**config.mk**
```make
export PLATFORM = sky130hd
export DESIGN_NAME = pipe_hazard_ctrl
export DESIGN_NICKNAME = d
export VERILOG_FILES = /design/src/rtl/pipe_hazard_ctrl_pkg.sv /design/src/rtl/pipe_hazard_ctrl_hazard_detect.sv /design/src/rtl/pipe_hazard_ctrl.sv
export SDC_FILE = /design/constraint.sdc
export NUM_CORES = 1
export LEC_CHECK = 0
export ABC_CLOCK_PERIOD_IN_PS = 5100
export CELL_PAD_IN_SITES_DETAIL_PLACEMENT = 0
export CELL_PAD_IN_SITES_GLOBAL_PLACEMENT = 1
export CORE_MARGIN = 10
export CORE_UTILIZATION = 38
export CTS_CLUSTER_SIZE = 10
export DETAILED_ROUTE_END_ITERATION = 8
export PLACE_DENSITY_LB_ADDON = 0.1
export SETUP_SLACK_MARGIN = 0.3
export SLEW_MARGIN = 15
export SYNTH_ARGS = -nofsm -noshare
export SYNTH_HDL_FRONTEND = slang
export SYNTH_SLANG_ARGS = --single-unit
```
**constraint.sdc**
```tcl
create_clock -name clk -period 5.1 [get_ports clk]
set_input_delay 1.53 -clock clk [delete_from_list [all_inputs] [get_ports clk]]
set_output_delay 1.53 -clock clk [all_outputs]
set_load 0.02 [all_outputs]
```
**src/rtl/pipe_hazard_ctrl_pkg.sv**
```systemverilog
// Shared processor definitions: instruction field layout, opcodes, condition codes
// and the per-stage scoreboard entry used by the hazard controller.
package pipe_hazard_ctrl_pkg;

  // Instruction word: [15:11] opcode, [10:9] cc, [8] imm, [7:4] rd, [3:0] op2
  localparam int OP_LSB  = 11;
  localparam int CC_LSB  = 9;
  localparam int IMM_BIT = 8;
  localparam int RD_LSB  = 4;
  localparam int OP2_LSB = 0;

  localparam logic [4:0] OPNOP = 5'h00;
  localparam logic [4:0] OPADD = 5'h01;
  localparam logic [4:0] OPSUB = 5'h02;
  localparam logic [4:0] OPAND = 5'h03;
  localparam logic [4:0] OPORR = 5'h04;
  localparam logic [4:0] OPMOV = 5'h05;
  localparam logic [4:0] OPLDR = 5'h06;
  localparam logic [4:0] OPSTR = 5'h07;
  localparam logic [4:0] OPPRE = 5'h08;
  localparam logic [4:0] OPSYS = 5'h1F;

  localparam logic [1:0] CC_AL = 2'd0;
  localparam logic [1:0] CC_EQ = 2'd1;
  localparam logic [1:0] CC_NE = 2'd2;
  localparam logic [1:0] CC_S  = 2'd3;

  typedef struct packed {
    logic       valid;
    logic [3:0] dest;
    logic       wr;
    logic       setz;
    logic       wpc;
  } sb_entry_t;

  function automatic logic [4:0] ir_op(input logic [15:0] ir);
    return ir[OP_LSB +: 5];
  endfunction

  function automatic logic [1:0] ir_cc(input logic [15:0] ir);
    return ir[CC_LSB +: 2];
  endfunction

  function automatic logic ir_imm(input logic [15:0] ir);
    return ir[IMM_BIT];
  endfunction

  function automatic logic [3:0] ir_rd(input logic [15:0] ir);
    return ir[RD_LSB +: 4];
  endfunction

  function automatic logic [3:0] ir_op2(input logic [15:0] ir);
    return ir[OP2_LSB +: 4];
  endfunction

  function automatic logic writes_rd(input logic [4:0] op);
    return !(op == OPSTR || op == OPSYS || op == OPNOP || op == OPPRE);
  endfunction

  function automatic sb_entry_t make_entry(input logic [15:0] ir);
    sb_entry_t e;
    e.valid = 1'b1;
    e.dest  = ir_rd(ir);
    e.wr    = writes_rd(ir_op(ir));
    e.setz  = (ir_cc(ir) == CC_S);
    e.wpc   = e.wr && (e.dest == 4'hF);
    return e;
  endfunction

endpackage

```
**src/rtl/pipe_hazard_ctrl_hazard_detect.sv**
```systemverilog
// Combinational hazard check of the stage0 instruction against the three
// in-flight scoreboard entries (no bypass, so stage3 still counts).
module hazard_detect
  import pipe_hazard_ctrl_pkg::*;
(
  input  logic [15:0]     ir_i,
  input  sb_entry_t [2:0] sb_i,
  output logic            raw_o,
  output logic            zhaz_o,
  output logic            pchaz_o
);

  logic [4:0] op;
  logic [3:0] rd;
  logic [3:0] op2;
  logic       use_rd;
  logic       use_op2;
  logic       reads_z;
  logic       raw;
  logic       zhaz;
  logic       pchaz;

  always_comb begin
    op      = ir_op(ir_i);
    rd      = ir_rd(ir_i);
    op2     = ir_op2(ir_i);
    use_rd  = !(op == OPSYS || op == OPNOP || op == OPPRE);
    use_op2 = !ir_imm(ir_i) && (op != OPPRE);
    reads_z = (ir_cc(ir_i) == CC_EQ) || (ir_cc(ir_i) == CC_NE);
    raw     = 1'b0;
    zhaz    = 1'b0;
    pchaz   = 1'b0;
    for (int i = 0; i < 3; i++) begin
      if (sb_i[i].valid && sb_i[i].wr &&
          ((use_rd && sb_i[i].dest == rd) || (use_op2 && sb_i[i].dest == op2)))
        raw = 1'b1;
      if (sb_i[i].valid && sb_i[i].setz && reads_z)
        zhaz = 1'b1;
      if (sb_i[i].valid && sb_i[i].wpc)
        pchaz = 1'b1;
    end
  end

  assign raw_o   = raw;
  assign zhaz_o  = zhaz;
  assign pchaz_o = pchaz;

endmodule

```
**src/rtl/pipe_hazard_ctrl.sv**
```systemverilog
// Issue/stall controller for a 4-stage in-order pipe: tracks stages 1..3 in a
// shifting scoreboard, holds stage0 on hazards and drains to halt on SYS.
module pipe_hazard_ctrl
  import pipe_hazard_ctrl_pkg::*;
#(
  parameter int STALL_W = 16
) (
  input  logic               clk,
  input  logic               reset,
  input  logic [15:0]        ir_s0,
  input  logic               ir_valid,
  output logic               stall_s0,
  output logic               issue,
  output logic               bubble_s1,
  output logic [2:0]         valid_s,
  output logic               wb_en,
  output logic [3:0]         wb_dest,
  output logic               z_pending,
  output logic               halt,
  output logic [STALL_W-1:0] stall_cnt,
  output logic [1:0]         dbg_state
);

  typedef enum logic [1:0] {
    ST_RUN    = 2'd0,
    ST_STALL  = 2'd1,
    ST_DRAIN  = 2'd2,
    ST_HALTED = 2'd3
  } state_e;

  state_e             state_q;
  sb_entry_t [2:0]    sb_q, sb_d;
  logic [STALL_W-1:0] stall_cnt_q, stall_cnt_d;
  logic               raw, zhaz, pchaz;
  logic               active;
  logic               is_sys;

  hazard_detect u_hazard_detect (
    .ir_i   (ir_s0),
    .sb_i   (sb_q),
    .raw_o  (raw),
    .zhaz_o (zhaz),
    .pchaz_o(pchaz)
  );

  // Gating with reset keeps the combinational outputs at their reset values
  // while reset is held, not just after the next edge.
  assign active    = (state_q == ST_RUN) || (state_q == ST_STALL);
  assign is_sys    = (ir_op(ir_s0) == OPSYS);
  assign issue     = reset && active && ir_valid && !is_sys && !(raw || zhaz || pchaz);
  assign stall_s0  = reset && (!active || (ir_valid && !issue));
  assign bubble_s1 = !issue;

  assign valid_s   = {sb_q[2].valid, sb_q[1].valid, sb_q[0].valid};
  assign wb_en     = sb_q[2].valid && sb_q[2].wr;
  assign wb_dest   = sb_q[2].dest;
  assign z_pending = (sb_q[0].valid && sb_q[0].setz) || (sb_q[1].valid && sb_q[1].setz) ||
                     (sb_q[2].valid && sb_q[2].setz);
  assign halt      = (state_q == ST_HALTED);
  assign stall_cnt = stall_cnt_q;
  assign dbg_state = state_q;

  always_comb begin
    sb_d        = sb_q;
    sb_d[0]     = issue ? make_entry(ir_s0) : '0;
    sb_d[1]     = sb_q[0];
    sb_d[2]     = sb_q[1];
    stall_cnt_d = stall_cnt_q;
    if (active && stall_s0 && (stall_cnt_q != '1))
      stall_cnt_d = stall_cnt_q + STALL_W'(1);
  end

  always_ff @(posedge clk or negedge reset) begin
    if (!reset) begin
      state_q     <= ST_RUN;
      sb_q        <= '0;
      stall_cnt_q <= '0;
    end else begin
      sb_q        <= sb_d;
      stall_cnt_q <= stall_cnt_d;
      case (state_q)
        ST_RUN, ST_STALL: begin
          if (ir_valid && is_sys) state_q <= ST_DRAIN;
          else if (stall_s0)      state_q <= ST_STALL;
          else                    state_q <= ST_RUN;
        end
        ST_DRAIN: if (valid_s == 3'b000) state_q <= ST_HALTED;
        default:  state_q <= ST_HALTED;
      endcase
    end
  end

endmodule

```
# After elaboration in Yosys (flattened, before gate mapping)
# Cells that the tools add are included.
# word_totals
register_bits,42
latchBits,0
ramBits,0
mem_bits_ro,0
input_bits,19
out_inout_bits,31
elab_cells,109
memories,0
# op_classes
addsub,1
n_mul,0
n_div,0
order_cmp,0
n_eq_ne,19
n_shift,0
mux,14
n_bitwise,0
reduce_logical,58
# op_table
cell,count
logical AND 1 bit,32
equality test 4 bit,6
"adder 16 x 1 -> 16 bit, second input constant",1
"!= test 16 bit, second input constant",1
logical OR 1 bit,15
2-to-1 mux 1 bit,10
"equality test 2 bit, second input constant",4
2-to-1 mux 8 bit,1
zero test 1 bit,7
"equality test 5 x 3 -> 1 bit, second input constant",1
"equality test 5 x 4 -> 1 bit, second input constant",1
"equality test 5 bit, second input constant",1
zero test 5 bit,1
"!= test 5 x 4 -> 1 bit, second input constant",1
"equality test 2 x 1 -> 1 bit, second input constant",2
"equality test 4 bit, second input constant",1
2-to-1 mux 2 bit,2
case mux 2 bit (2 select lines),1
zero test 3 bit,1
zero test 2 bit,1
"!= test 2 bit, second input constant",1
OR reduction 2 bit,1

# Logic depth before layout (Yosys ltp)
# Gate-level depths: netlist of the first run.
# depth
word_depth,21
ltp_mapped,8
ltp_nobuf,8

# By module
# Synthesis of the first run repeated with hierarchy kept, for this count alone.
# hier_totals
cells_unflattened,183
hier_area_um2,2039.5
# by_module_without_submodules
mod,instances,cells_per_inst,area_per_inst_um2
pipe_hazard_ctrl,1,134,1642.8
hazard_detect,1,49,396.6

# Least setup slack after synthesis of the first run
# Ideal clock, no wire load.
# synth_timing
path_type,input-to-output
from,input ir_s0[12]
to,output stall_s0
arrival_time_ns,3.091
slack_ns,0.479
stages,7
cell_sequence,or3_1 > or2_1 > a22oi_1 > nor2b_1 > a2111oi_4 > nor2b_1 > o21a_1
# synth_between
elab_chain_len,18
# synth_rtl
item,line,rtl
start: declaration,pipe_hazard_ctrl.sv:10,"input logic [15:0] ir_s0,"
equality test 5 bit or zero test 5 bit (tied branches),"pipe_hazard_ctrl_hazard_detect.sv:27, pipe_hazard_ctrl.sv:49",
logical OR 1 bit (2 in series),pipe_hazard_ctrl_hazard_detect.sv:27,use_rd = !(op == OPSYS || op == OPNOP || op == OPPRE);
zero test 1 bit,pipe_hazard_ctrl_hazard_detect.sv:27,
logical AND 1 bit,pipe_hazard_ctrl_hazard_detect.sv:35,((use_rd && sb_i[i].dest == rd) || (use_op2 && sb_i[i].dest == op2)))
logical OR 1 bit,pipe_hazard_ctrl_hazard_detect.sv:35,
logical AND 1 bit,pipe_hazard_ctrl_hazard_detect.sv:34,if (sb_i[i].valid && sb_i[i].wr &&
2-to-1 mux 1 bit (3 in series),pipe_hazard_ctrl_hazard_detect.sv:34,
logical OR 1 bit (2 in series),pipe_hazard_ctrl.sv:50,assign issue = reset && active && ir_valid && !is_sys && !(raw || zhaz || pchaz);
zero test 1 bit,pipe_hazard_ctrl.sv:50,
logical AND 1 bit *,pipe_hazard_ctrl.sv:50,
zero test 1 bit *,pipe_hazard_ctrl.sv:51,assign stall_s0 = reset && (!active || (ir_valid && !issue));
logical AND 1 bit *,pipe_hazard_ctrl.sv:51,
logical OR 1 bit *,pipe_hazard_ctrl.sv:51,
logical AND 1 bit *,pipe_hazard_ctrl.sv:51,
end: declaration,pipe_hazard_ctrl.sv:12,"output logic stall_s0,"
# Mark *: on every way between the ends. The rest lies on a longest branch, timed or not.

# Worst setup path in the final report of the first run
# layout_timing
from,input ir_s0[13]
to,output stall_s0
# Same word-level chain as after synthesis.

==> qor.txt, run 1 <==
outcome: finished, final reports clean
Die X: 93.4 um
Unique masters post-synth: 38
Die H: 93.4 um
die footprint: 8720 um2
Worst-path clk slew: 0.08 ns
vias in the first global route: 1762
met2 wire length: 2630 um
Yosys warnings: 0
worst endpoint required time: 3.57 ns
Post-synth EDFFs: 0
Layout area overhead: 40.9%
Worst EP arrival: 3.30 ns
Initial DRT Pass Iterations: 4
Hold WC Path Type: reg2reg
crit path launch type: input port
Tightest Pin Transition: 0.544 ns
# setup viols final: 0
worst-path fanout max: 3
fmax: 0.207 GHz
via count: 1583
fraction of layout cells with a size suffix above 1: 21.9%
TritonCTS Buffers: 5
Clock Skews: 0.00469 ns
overall power: 0.000872 W
max cap viols: 0
critical path class: in2out
I/O Pins: 50
unrepaired setup endpoints after global routing: true
syn_area_per_cell: 11.1 um2
Power Density: 303 nW/um2
fin nets: 271
Detailed Route WL: 5060 um
Post-synth top flop: dfrtp_1
PortBufs: 49
HPWL Detailed: 3790 um
mapped cell area: 2050 um2
filler instances: 471
clk_lat worst skew: 0.29 ns
row count: 26
1st-iter DRT viols: 67
top routing layer used: met4
Root Driver: clkbuf_8
DRT antenna net count: 0
final hold vios: 0
first-pass GRT wire length: 8610 um
pin count of the biggest net entering global routing: 44
crit share post-route: 94.7%
Reg2Reg Setup Slack: 2.56 ns
register area: 1050 um2
Core Area: 5170 um2
DR WL/cell: 15.8 um
max_slew headroom: 63.7%
initial antenna violation count: 0
H-tree Lvls: 2
footprint of the multi-input gates: 1000 um2
Synth Register Bits: 42
DRT met1 WL: 2080 um
n_diodes: 0
overall fraction of global-route tracks in use: 12.2%
clock tree buffer depth: 2
Critical Path End Type: output port
asr flop ratio synth: 100%
Hold WS: 0.380 ns
routed wl met3: 281 um
dpl cells: 311
Max Slew Vio Count: 0
count leader, synth: dfrtp_1
synthesized instance count: 184
via-per-instance ratio: 4.93
post-synthesis sequential area ratio: 51.4%
Yosys top cell area share: 51.4%
Worst VDD drop: 0.000210 V
Sink Count: 42
cell taking the most area after synthesis: dfrtp_1
residual DRC count: 0
total gr overflow: 0
Lkg Pwr: 1.35 nW
Initial Util: 39.6%
Tmin final: 4.83 ns
GP Congestion: 0.773
Finished Layout Cells: 321
Synth area leaders: dfrtp_1 51%, xor2_1 16%, buf_4 2.9%
top cells by count, synth: 42 x dfrtp_1, 37 x xor2_1, 12 x nand2_1
Post-Synthesis Net Count: 205
TritonCTS clock tree: yes
[layout make-up]
cell class              count  share of cell area [%]
clock inverters             3                    1.39
clock buffers               5                    2.39
repair buffers             68                    21.6
inverters                   2                   0.347
well taps                  70                    3.04
flip-flops and latches     42                    36.5
multi-input cells         131                    34.8
[critical path, cell delays in order]
cell,delay (ns)
buf_6,0.09
or3_4,0.38
or2_4,0.28
a22oi_2,0.14
nor2b_2,0.08
a2111oi_4,0.37
nor2b_1,0.09
o21a_1,0.20
buf_6,0.13
[cells by family after synthesis]
kind of cell	synth area share [%]
muxes	1.59
DFF	51.4
and+or+nand+nor	20.1
xor gates and xnor gates	15.8
AOI/OAI and AO/OA	5.93
buffers and inverters	3.98
adders and majority gates	1.22
[routing by layer]
metal,GRT usage (%),up-vias
li1,-,766
met1,13.7,776
met2,21.4,32
met3,4.24,9
met4,3.47,0
met5,0,-
[per-stage QoR]
stage	instance area (um2)	setup WS (ns)	setup TNS (ns)	util, %
after detailed placement	2680	-0.490	-1.32	51.7
after CTS	2840	0.286	0	54.9
after global placement	2680	-0.472	-1.26	51.7
after global routing	2880	0.192	0	55.7
final	2880	0.268	0	55.7
after floorplan	2050	0.479	0	-
[final timing paths]
| check | start | depth (start not counted) | endpoint |
|---|---|---|---|
| min reg2reg | sb_d[10] | 0 | sb_d[18] |
| max | ir_s0[13] | 9 | stall_s0 |
| min in group asynchronous | reset | 2 | sb_q[17] |
| min | sb_d[10] | 0 | sb_d[18] |
| max reg2reg | sb_d[14] | 10 | stall_cnt[4] |
| max in group asynchronous | reset | 2 | stall_cnt[2] |
[power breakdown]
| part | switching, W | total (W) | internal [W] |
|---|---|---|---|
| logic | 0.000109 | 0.000215 | 0.000106 |
| clock network | 0.000115 | 0.000259 | 0.000144 |
| registers | 0.0000349 | 0.000398 | 0.000363 |
[sequential cells by signal, summed over array words and instances (netlist names)]
name and cells:
wb_dest 4, valid_s 3, stall_cnt 16, dbg_state 2
sb_d 14, sb_q 3
[timing repair]
action                                  4_1_cts  5_1_grt
endpoints found under the setup margin        3        3
cloned                                        0        0
pin swaps                                    10        0
buffers inserted                              1        1
hold buffers                                  0        0
gates resized for setup                      50        8
[cells in the final DEF, fill, tap and decap left out, types with 3 or more instances in the layout]
| master | n |
|---|---|
| nand2_1 | 12 |
| dlygate4sd2_1 | 9 |
| buf_2 | 3 |
| nand3_1 | 9 |
| and2_1 | 8 |
| and3_1 | 4 |
| clkdlybuf4s50_1 | 32 |
| nor4_2 | 6 |
| xor2_1 | 36 |
| dfrtp_1 | 42 |
| clkbuf_8 | 5 |
| buf_6 | 6 |
| nor3_1 | 10 |
| nand4_1 | 3 |
| buf_4 | 17 |
| nor2_1 | 10 |
Note: power is estimated with default switching activity, not from simulation.
==> run 2, diff against run 1 <==
- CTS_CLUSTER_DIAMETER: unset -> 150
- SETUP_SLACK_MARGIN: 0.3 -> unset
- SLEW_MARGIN: 15 -> 40
==> run 2 against run 1 <==
Critical path depth stayed put; worst setup slack lost 0.16 ns; via count shrank 1.1%; clock power is essentially flat; largest cell class unchanged.
==> qor.txt, run 2 (same netlist as run 1, synthesis figures left out) <==
outcome: finished, final reports clean
DP Worst Slack: -0.490 ns
Die H: 93.4 um
I/O Pins: 50
fraction of layout cells with a size suffix above 1: 18.4%
Lkg Pwr: 1.33 nW
initial antenna violation count: 0
residual DRC count: 0
1st-iter DRT viols: 81
DRT antenna net count: 0
filler instances: 474
Worst VDD drop: 0.000210 V
Die X: 93.4 um
overall fraction of global-route tracks in use: 11.8%
final hold vios: 0
Power Density: 305 nW/um2
critical path class: in2out
DR WL/cell: 15.7 um
via-per-instance ratio: 4.89
die footprint: 8720 um2
row count: 26
pin count of the biggest net entering global routing: 44
Hold WC Path Type: reg2reg
worst endpoint required time: 3.57 ns
setup TNS: 0 ns
Tightest Pin Transition: 0.545 ns
Tmin final: 4.99 ns
Detailed Route WL: 5020 um
overall power: 0.000869 W
HPWL Detailed: 3790 um
PortBufs: 49
fin worst setup slack: 0.109 ns
# setup viols final: 0
Clock Skews: 0.00558 ns
Core Area: 5170 um2
crit path launch type: input port
vias in the first global route: 1697
final core utilization: 55.1%
clock tree buffer depth: 2
Critical Path End Type: output port
Initial DRT Pass Iterations: 4
worst-path fanout max: 4
TritonCTS clock tree: yes
max_slew headroom: 63.6%
via count: 1565
max reg flops: 16
max cap viols: 0
most common cell after layout, fill and taps aside: dfrtp_1
Hold WS: 0.379 ns
first-pass GRT wire length: 8330 um
Worst EP arrival: 3.46 ns
Initial Util: 39.6%
total gr overflow: 0
crit share post-route: 97.9%
H-tree Lvls: 2
Worst-path clk slew: 0.08 ns
TritonCTS Buffers: 5
cts hold-fix bufs: 0
Sink Count: 42
most frequent cells in the layout: 42 x dfrtp_1, 40 x clkdlybuf4s50_1, 37 x xor2_1, 18 x buf_4, 12 x nand2_1
GP Congestion: 0.773
n_diodes: 0
Root Driver: clkbuf_8
fmax: 0.200 GHz
Layout area overhead: 39.2%
fin nets: 270
clk_lat worst skew: 0.29 ns
Max Slew Vio Count: 0
==> run 2: changes by cell type in the layout (fill, tap and decap cells not counted), sizes merged <==
cell           before  now
dlygate4sd2         9    3
buf                26   22
clkdlybuf4s50      32   40
dlymetal6s2s        1    2
==> run 2: path summary, 6_finish.rpt <==
check	start	slack [ns]	cells past startpoint	to
setup / recovery	ir_s0[4]	0.11	9	stall_s0
hold / removal	sb_d[18]	0.38	0	sb_q[18]
setup reg to reg	wb_dest[3]	2.68	9	stall_cnt[4]
hold reg to reg	sb_d[18]	0.38	0	sb_q[18]
max in group asynchronous	reset	3.38	2	stall_cnt[2]
min in group asynchronous	reset	1.34	2	sb_q[17]
==> run 2: layout make-up <==
cell class	count	area [um2]	share of cell area, %
clock inverter	3	40.0	1.41
inverter	2	10.0	0.351
timing repair buffer	67	613	21.5
multi-input combinational	131	977	34.3
tap	70	87.6	3.08
clock buffer	5	68.8	2.42
sequential	42	1050	36.9
==> run 2: power by group <==
part / total (W) / switching, W / internal [W]
Combinational: 0.000212 / 0.000107 / 0.000105
Sequential: 0.000398 / 0.0000347 / 0.000363
Clock: 0.000258 / 0.000114 / 0.000144
==> run 2: metal layers <==
| metal | GRT usage, % | share of wire, % |
|---|---|---|
| met5 | 0 | 0 |
| met4 | 3.08 | 0.92 |
| met3 | 4.16 | 5.6 |
| met2 | 20.6 | 52 |
| met1 | 13.4 | 42 |
==> run 2: worst max-delay path: stages <==
cell and delay [ns]:
clkdlybuf4s50_1 0.59, xor2_1 0.23, nor4_2 0.09, a32oi_2 0.23
o22ai_2 0.12, a2111oi_4 0.26, nor2b_1 0.09, o21a_1 0.20
buf_6 0.13
==> run 2: through the flow <==
stage / instance area (um2) / instances
after floorplan: 2050 / 184
after global placement: 2680 / 311
after detailed placement: 2680 / 311
after CTS: 2780 / 320
after global routing: 2850 / 320
final: 2850 / 320
==> run 2: timing repair <==
action	4_1_cts	5_1_grt
pin swaps	5	5
endpoints found under the setup margin	3	3
buffers inserted	1	0
gates resized for setup	17	13
endpoints found under the hold margin	0	0
